### src/rtl/bitrev_read_stream.sv
// Streams one FFT frame out of the spectrum RAM in natural bin order, mapping each
// bin index to its bit-reversed RAM address and buffering returns in a 2-entry skid FIFO.
module bitrev_read_stream #(
  parameter int ADDR_W = 9,
  parameter int DATA_W = 32,
  parameter int BITREV = 1
) (
  input  logic              Clk,
  input  logic              reset,
  input  logic              start,
  output logic              busy,
  output logic              done,
  output logic              ram_en,
  output logic [ADDR_W-1:0] ram_addr,
  input  logic [DATA_W-1:0] ram_dout,
  output logic [DATA_W-1:0] out_data,
  output logic [ADDR_W-1:0] out_index,
  output logic              out_last,
  output logic              out_valid,
  input  logic              out_ready
);

  localparam int ENTRY_W = DATA_W + ADDR_W + 1;

  typedef enum logic [1:0] {
    S_IDLE,
    S_READ,
    S_DRAIN,
    S_DONE
  } state_t;

  function automatic logic [ADDR_W-1:0] map_addr(input logic [ADDR_W-1:0] i);
    logic [ADDR_W-1:0] r;
    r = i;
    if (BITREV != 0) begin
      for (int b = 0; b < ADDR_W; b++) r[b] = i[ADDR_W-1-b];
    end
    return r;
  endfunction

  state_t              state;
  state_t              state_nxt;

  logic [ADDR_W:0]     idx;
  logic [ADDR_W-1:0]   addr_q;
  logic [ADDR_W-1:0]   addr_p0;
  logic [2:0]          occ_p0;
  logic                issue_p0;
  logic                pop;

  logic                inflight_p1;
  logic                push_p1;
  logic [ADDR_W-1:0]   idx_p1;
  logic                last_p1;

  logic [ENTRY_W-1:0]  fifo_mem [2];
  logic                wr_ptr;
  logic                rd_ptr;
  logic [1:0]          fifo_count;
  logic [ENTRY_W-1:0]  head;

  // Stage p0: read issue. Occupancy counts FIFO entries plus the read in flight,
  // minus the beat leaving this cycle, so the FIFO can never be overrun.
  always_comb begin
    pop      = out_valid & out_ready;
    occ_p0   = 3'(fifo_count) + 3'(inflight_p1) - 3'(pop);
    issue_p0 = (state == S_READ) && !idx[ADDR_W] && (occ_p0 < 3'd2);
    addr_p0  = map_addr(idx[ADDR_W-1:0]);
    ram_en   = issue_p0;
    ram_addr = issue_p0 ? addr_p0 : addr_q;
  end

  always_ff @(posedge Clk) begin
    if (reset) begin
      state <= S_IDLE;
    end else begin
      state <= state_nxt;
    end
  end

  always_comb begin
    state_nxt = state;
    case (state)
      S_IDLE:  if (start) state_nxt = S_READ;
      S_READ:  if (issue_p0 && (&idx[ADDR_W-1:0])) state_nxt = S_DRAIN;
      S_DRAIN: if (!inflight_p1 && (fifo_count == 2'd0)) state_nxt = S_DONE;
      S_DONE:  state_nxt = S_IDLE;
      default: state_nxt = S_IDLE;
    endcase
  end

  always_comb begin
    busy = (state != S_IDLE);
    done = (state == S_DONE);
  end

  always_ff @(posedge Clk) begin
    if (reset) begin
      idx         <= '0;
      addr_q      <= '0;
      inflight_p1 <= 1'b0;
    end else begin
      inflight_p1 <= issue_p0;
      if ((state == S_IDLE) && start) begin
        idx <= '0;
      end else if (issue_p0) begin
        idx <= idx + (ADDR_W+1)'(1);
      end
      if (issue_p0) addr_q <= addr_p0;
    end
  end

  // Stage p1: RAM data returns; tag it with the bin index captured at issue.
  always_ff @(posedge Clk) begin
    if (issue_p0) begin
      idx_p1  <= idx[ADDR_W-1:0];
      last_p1 <= &idx[ADDR_W-1:0];
    end
  end

  assign push_p1 = inflight_p1;

  always_ff @(posedge Clk) begin
    if (push_p1) fifo_mem[wr_ptr] <= {ram_dout, idx_p1, last_p1};
  end

  always_ff @(posedge Clk) begin
    if (reset) begin
      wr_ptr     <= 1'b0;
      rd_ptr     <= 1'b0;
      fifo_count <= 2'd0;
    end else begin
      if (push_p1) wr_ptr <= ~wr_ptr;
      if (pop)     rd_ptr <= ~rd_ptr;
      case ({push_p1, pop})
        2'b10:   fifo_count <= fifo_count + 2'd1;
        2'b01:   fifo_count <= fifo_count - 2'd1;
        default: fifo_count <= fifo_count;
      endcase
    end
  end

  // Stage p2: FIFO head drives the stream; fields read as zero when empty.
  always_comb begin
    head      = fifo_mem[rd_ptr];
    out_valid = (fifo_count != 2'd0);
    out_data  = out_valid ? head[ENTRY_W-1 -: DATA_W] : '0;
    out_index = out_valid ? head[ADDR_W:1] : '0;
    out_last  = out_valid & head[0];
  end

endmodule

### config.mk
export PLATFORM = sky130hd
export DESIGN_NAME = bitrev_read_stream
export DESIGN_NICKNAME = d
export VERILOG_FILES = /design/src/rtl/bitrev_read_stream.sv
export SDC_FILE = /design/constraint.sdc
export NUM_CORES = 1
export LEC_CHECK = 0
export BUFFER_PORTS_ARGS = -buffer_cell sky130_fd_sc_hd__buf_2
export CORE_ASPECT_RATIO = 0.9
export CORE_MARGIN = 8
export CORE_UTILIZATION = 40
export DETAILED_ROUTE_END_ITERATION = 10
export GPL_TIMING_DRIVEN = 0
export PLACE_DENSITY_LB_ADDON = 0.3
export SYNTH_ARGS = -nofsm -noshare
export SYNTH_HDL_FRONTEND = slang
export SYNTH_SLANG_ARGS = --single-unit
### constraint.sdc
create_clock -name Clk -period 3.35 [get_ports Clk]
set_clock_uncertainty 0.1 [all_clocks]
set_input_delay 0.67 -clock Clk [delete_from_list [all_inputs] [get_ports Clk]]
set_output_delay 0.67 -clock Clk [all_outputs]
set_load 0.05 [all_outputs]
==> results.txt <==
- Achievable clock frequency: 0.2886 GHz
- In this run the worst setup path begins at out_ready.
- Average cell area after synthesis: 14.76 um2
- STA classifies the critical path endpoint as an output pin.
- CTS root buf: sky130_fd_sc_hd__clkbuf_16
* Number of buffers inserted by port buffering: 89
* Mux share of post-synthesis cell area: 11.68%
- Clock tree sinks: 121
* Min setup slack post-route: -115.4 ps
* Max-slew violation count: 0
- The routed design has 9365 um of wire.
* Number of global-route vias before repair: 2989
* Remaining routing DRC violations: 0
- Combined area of the multi-input logic cells: 1340 um2
* Initial Util: 40.28%
- Along the worst path, the maximum fanout reaches 7.
- Areal power density over the cells: 763.7 nW/um2
- Share of synthesized cell area in and, or, nand and nor gates: 9.158%
- Synthesized area: 4768 um2
- The number of antenna diodes in the final layout is 0.
- The total area inside the core boundary comes to 11840 um2.
- In this run the most critical hold path is launched from idx_p1[7].
* Most common cell after layout, fill and taps aside: sky130_fd_sc_hd__edfxtp_1
* Inserted Clock Buffers: 17
* Beginning of the worst register-to-register path: fifo_count[0]
* Mean number of vias per cell: 4.646
- Final HPWL from detailed placement: 6277 um
- Setup violations remaining at the end of the flow were counted as 9.
* Number of warnings reported in the yosys synthesis log: 0
- Number of maximum-capacitance constraint violations: 0
* Share of the cycle needed by the critical path after routing: 103.4%
- Violations in the final reports: negative setup slack
- For this run, the number of standard cells in the final layout without fillers is 618.
- Net count of the mapped netlist: 367
- The critical path contains buffers and inverters numbering 3 combined.
- After detailed routing, the average wire length per cell comes to 15.15 um.
* Compound-Gate Fraction of Synth Area: 2.283%
* Worst slack at placement: -408.8 ps
* Tightest Hold Check Type: reg2reg
* Post-synthesis register bit count: 121
* Non-Filler Cell Area, Final: 6267 um2
- Once placement completed, the tool counted placed cells totaling 574.
* Min Clock Period, post-route: 3465 ps
- Commonest cells after routing, fill and taps aside: 94 x sky130_fd_sc_hd__edfxtp_1, 82 x sky130_fd_sc_hd__buf_2, 56 x sky130_fd_sc_hd__nor2_1
- For this block, the initial DRC count from the detailed router was 175.
- Grouping stages by cell kind, the critical path spends the most delay in simple AND/OR/NAND/NOR gates.
- Area after DPL: 5470 um2
- Delay contributed by the slowest stage of the critical path: 420 ps
* Slew at the pin closest to its max-slew limit: 675.8 ps
- Number of nets with antenna violations after detailed routing: 0
- First-pass GRT wire length: 14630 um
- Synthesis produced a netlist whose cell count is 323.
- Max Buffers Root-to-Sink: 2
* Total number of H-tree levels: 4
* Adder-cell share of the synthesized area: 2.257%
* Die outline area: 15680 um2
- TritonCTS clock tree: yes
* XOR/XNOR Fraction of Synth Area: 1.863%
- By startpoint and endpoint, the worst setup path is classified as in2out.
- The post-route netlist has 34.72% of its cells at a drive strength greater than 1.
- The largest individual stage delay along the critical path comes from the cell sky130_fd_sc_hd__fa_2.
- Max-slew headroom at the worst pin: 54.78%
- Clock latency on the worst-skew pair: 410 ps
- Vias: 2871
* Peak ir drop on the vdd network: 0.0003334 V
- Number of enable flip-flop cells after synthesis: 94
- Clock-pin slew was measured on the worst setup and hold paths at 50 ps.
- The netlist uses 37 different library cells.
* Post-route total power: 4.787 mW
- Global router's overall resource usage: 12.36%
- Summed over all layers, the global routing overflow is 0.
* Weighted congestion reported at the end of routability-driven placement: 0.7559
- The first detailed-routing pass took 4 iterations.
- Total number of nets in the final design: 490
* Signal arrival time at the worst endpoint: 2700 ps
- Launching element type of the critical path: input port
- Layout-stage area growth over the synthesis result: 31.44%
- Summing the sequential cell areas from Yosys gives 70.53% of the chip area.
- FILL cells: 1001
- For the worst setup path, the data required time is 2580 ps.
- Fin Hold WS: 340.9 ps
- Number of I/O pins: 91
- Setup repair after global routing could not meet its margin everywhere.
- Among all flip-flop cells after synthesis, the most frequent one is sky130_fd_sc_hd__edfxtp_1.
- Final Core Density: 52.94%
* Initial antenna violation count: 0
- For this design the static power due to leakage is 2.442 nW.
- By area, the combinational part of the netlist is dominated by multiplexers.
- Cell breakdown of the critical path: buf_6, and3b_2, or2_4, nand2_4, fa_2, and2b_2, nand3_4, buf_12, mux2_4, buf_8
* Die span in x: 131.1 um
* Status: finished, violations left
- The floorplan step set the die height to 119.6 um.
- Number of placement rows: 38
- Setup TNS: -852.4 ps
- Share of synthesized registers carrying an async set or reset: 0%
- FF/Latch Area: 3368 um2
* Pin count of the biggest net entering global routing: 25
* Count of final hold-check violations: 0
* Cts hold-fix bufs: 0
[path summary, 6_finish.rpt]
| path | to | slack (ps) | depth (start not counted) |
|---|---|---|---|
| worst max register to register | idx[6] | 800 | 11 |
| worst max-delay path | ram_addr[5] | -120 | 10 |
| worst min-delay path | fifo_mem[0][8] | 340 | 0 |
| worst min register to register | fifo_mem[0][8] | 340 | 0 |
[per-layer routing]
layer  global-route usage [%]  part of all wire (%)  up-vias
li1                         -                     -     1413
met1                    14.26                    43     1370
met2                    19.98                    49       77
met3                    4.834                   6.4       11
met4                    5.305                   1.2        0
met5                        0                     0        -
[kinds of logic (layout without fill, tap and decap cells)]
| group | after synthesis | in the layout |
|---|---|---|
| AOI/OAI and AO/OA | 17 | 17 |
| adders and majority gates | 8 | 8 |
| xor gates and xnor gates | 8 | 8 |
| muxes | 53 | 53 |
| and+or+nand+nor | 93 | 93 |
| buffers and inverters | 23 | 158 |
| DFF | 121 | 121 |
[registers in the layout, summed over array words and instances, names as in the netlist, named ones only]
register,count
inflight_p1,1
wr_ptr,1
fifo_mem,84
state,2
fifo_count,2
addr_q,9
last_p1,1
idx,10
rd_ptr,1
idx_p1,9
[worst register-to-register path: cells and delay by family (launching register included)]
kind	cells	cell delay (ps)
AOI/OAI and AO/OA	2	330
adders and majority gates	1	520
buffers and inverters	3	440
DFF	1	320
and+or+nand+nor	5	720
[cells in the mapped netlist, types with 2 or more instances]
library cell,count,area share (%)
sky130_fd_sc_hd__a21oi_1,4,0.42
sky130_fd_sc_hd__edfxtp_1,94,59
sky130_fd_sc_hd__xnor2_1,2,0.37
sky130_fd_sc_hd__o31ai_1,2,0.31
sky130_fd_sc_hd__nor2_1,56,4.4
sky130_fd_sc_hd__nand2_1,7,0.55
sky130_fd_sc_hd__buf_6,2,0.47
sky130_fd_sc_hd__or2_2,2,0.26
sky130_fd_sc_hd__nor2b_1,2,0.26
sky130_fd_sc_hd__inv_1,9,0.71
sky130_fd_sc_hd__mux2_4,4,1.3
sky130_fd_sc_hd__xor2_1,5,0.92
sky130_fd_sc_hd__o21ai_0,5,0.52
sky130_fd_sc_hd__nand4_1,3,0.39
sky130_fd_sc_hd__a31oi_1,2,0.26
sky130_fd_sc_hd__and2_1,10,1.3
sky130_fd_sc_hd__or3_1,2,0.26
sky130_fd_sc_hd__clkbuf_1,8,0.63
sky130_fd_sc_hd__ha_1,7,1.8
sky130_fd_sc_hd__mux2_2,5,1.2
sky130_fd_sc_hd__nand3_1,2,0.21
sky130_fd_sc_hd__and3_1,3,0.39
sky130_fd_sc_hd__mux2i_1,44,9.2
sky130_fd_sc_hd__dfxtp_1,27,11
sky130_fd_sc_hd__buf_2,4,0.42
[timing repair]
item | in CTS | in global routing
endpoints found under the setup margin | 10 | 10
pin swaps | 4 | 4
resized for setup | 38 | 3
buffers inserted | 13 | 2
[report_power, final]
part	switching [mW]	total (mW)	internal, mW
Clock	0.586	1.73	1.15
Combinational	0.735	1.13	0.391
Sequential	0.0679	1.93	1.86
Total	1.39	4.79	3.40
[final cells by class]
type / count / share of cell area [%]
buffer: 13 / 1.138
sequential: 121 / 53.74
timing repair buffer: 105 / 10.90
clock inverter: 11 / 2.076
tap: 160 / 3.194
multi-input combinational: 179 / 21.38
inverter: 9 / 0.5989
clock buffer: 20 / 6.967
Power figures use the tool's default switching activity.
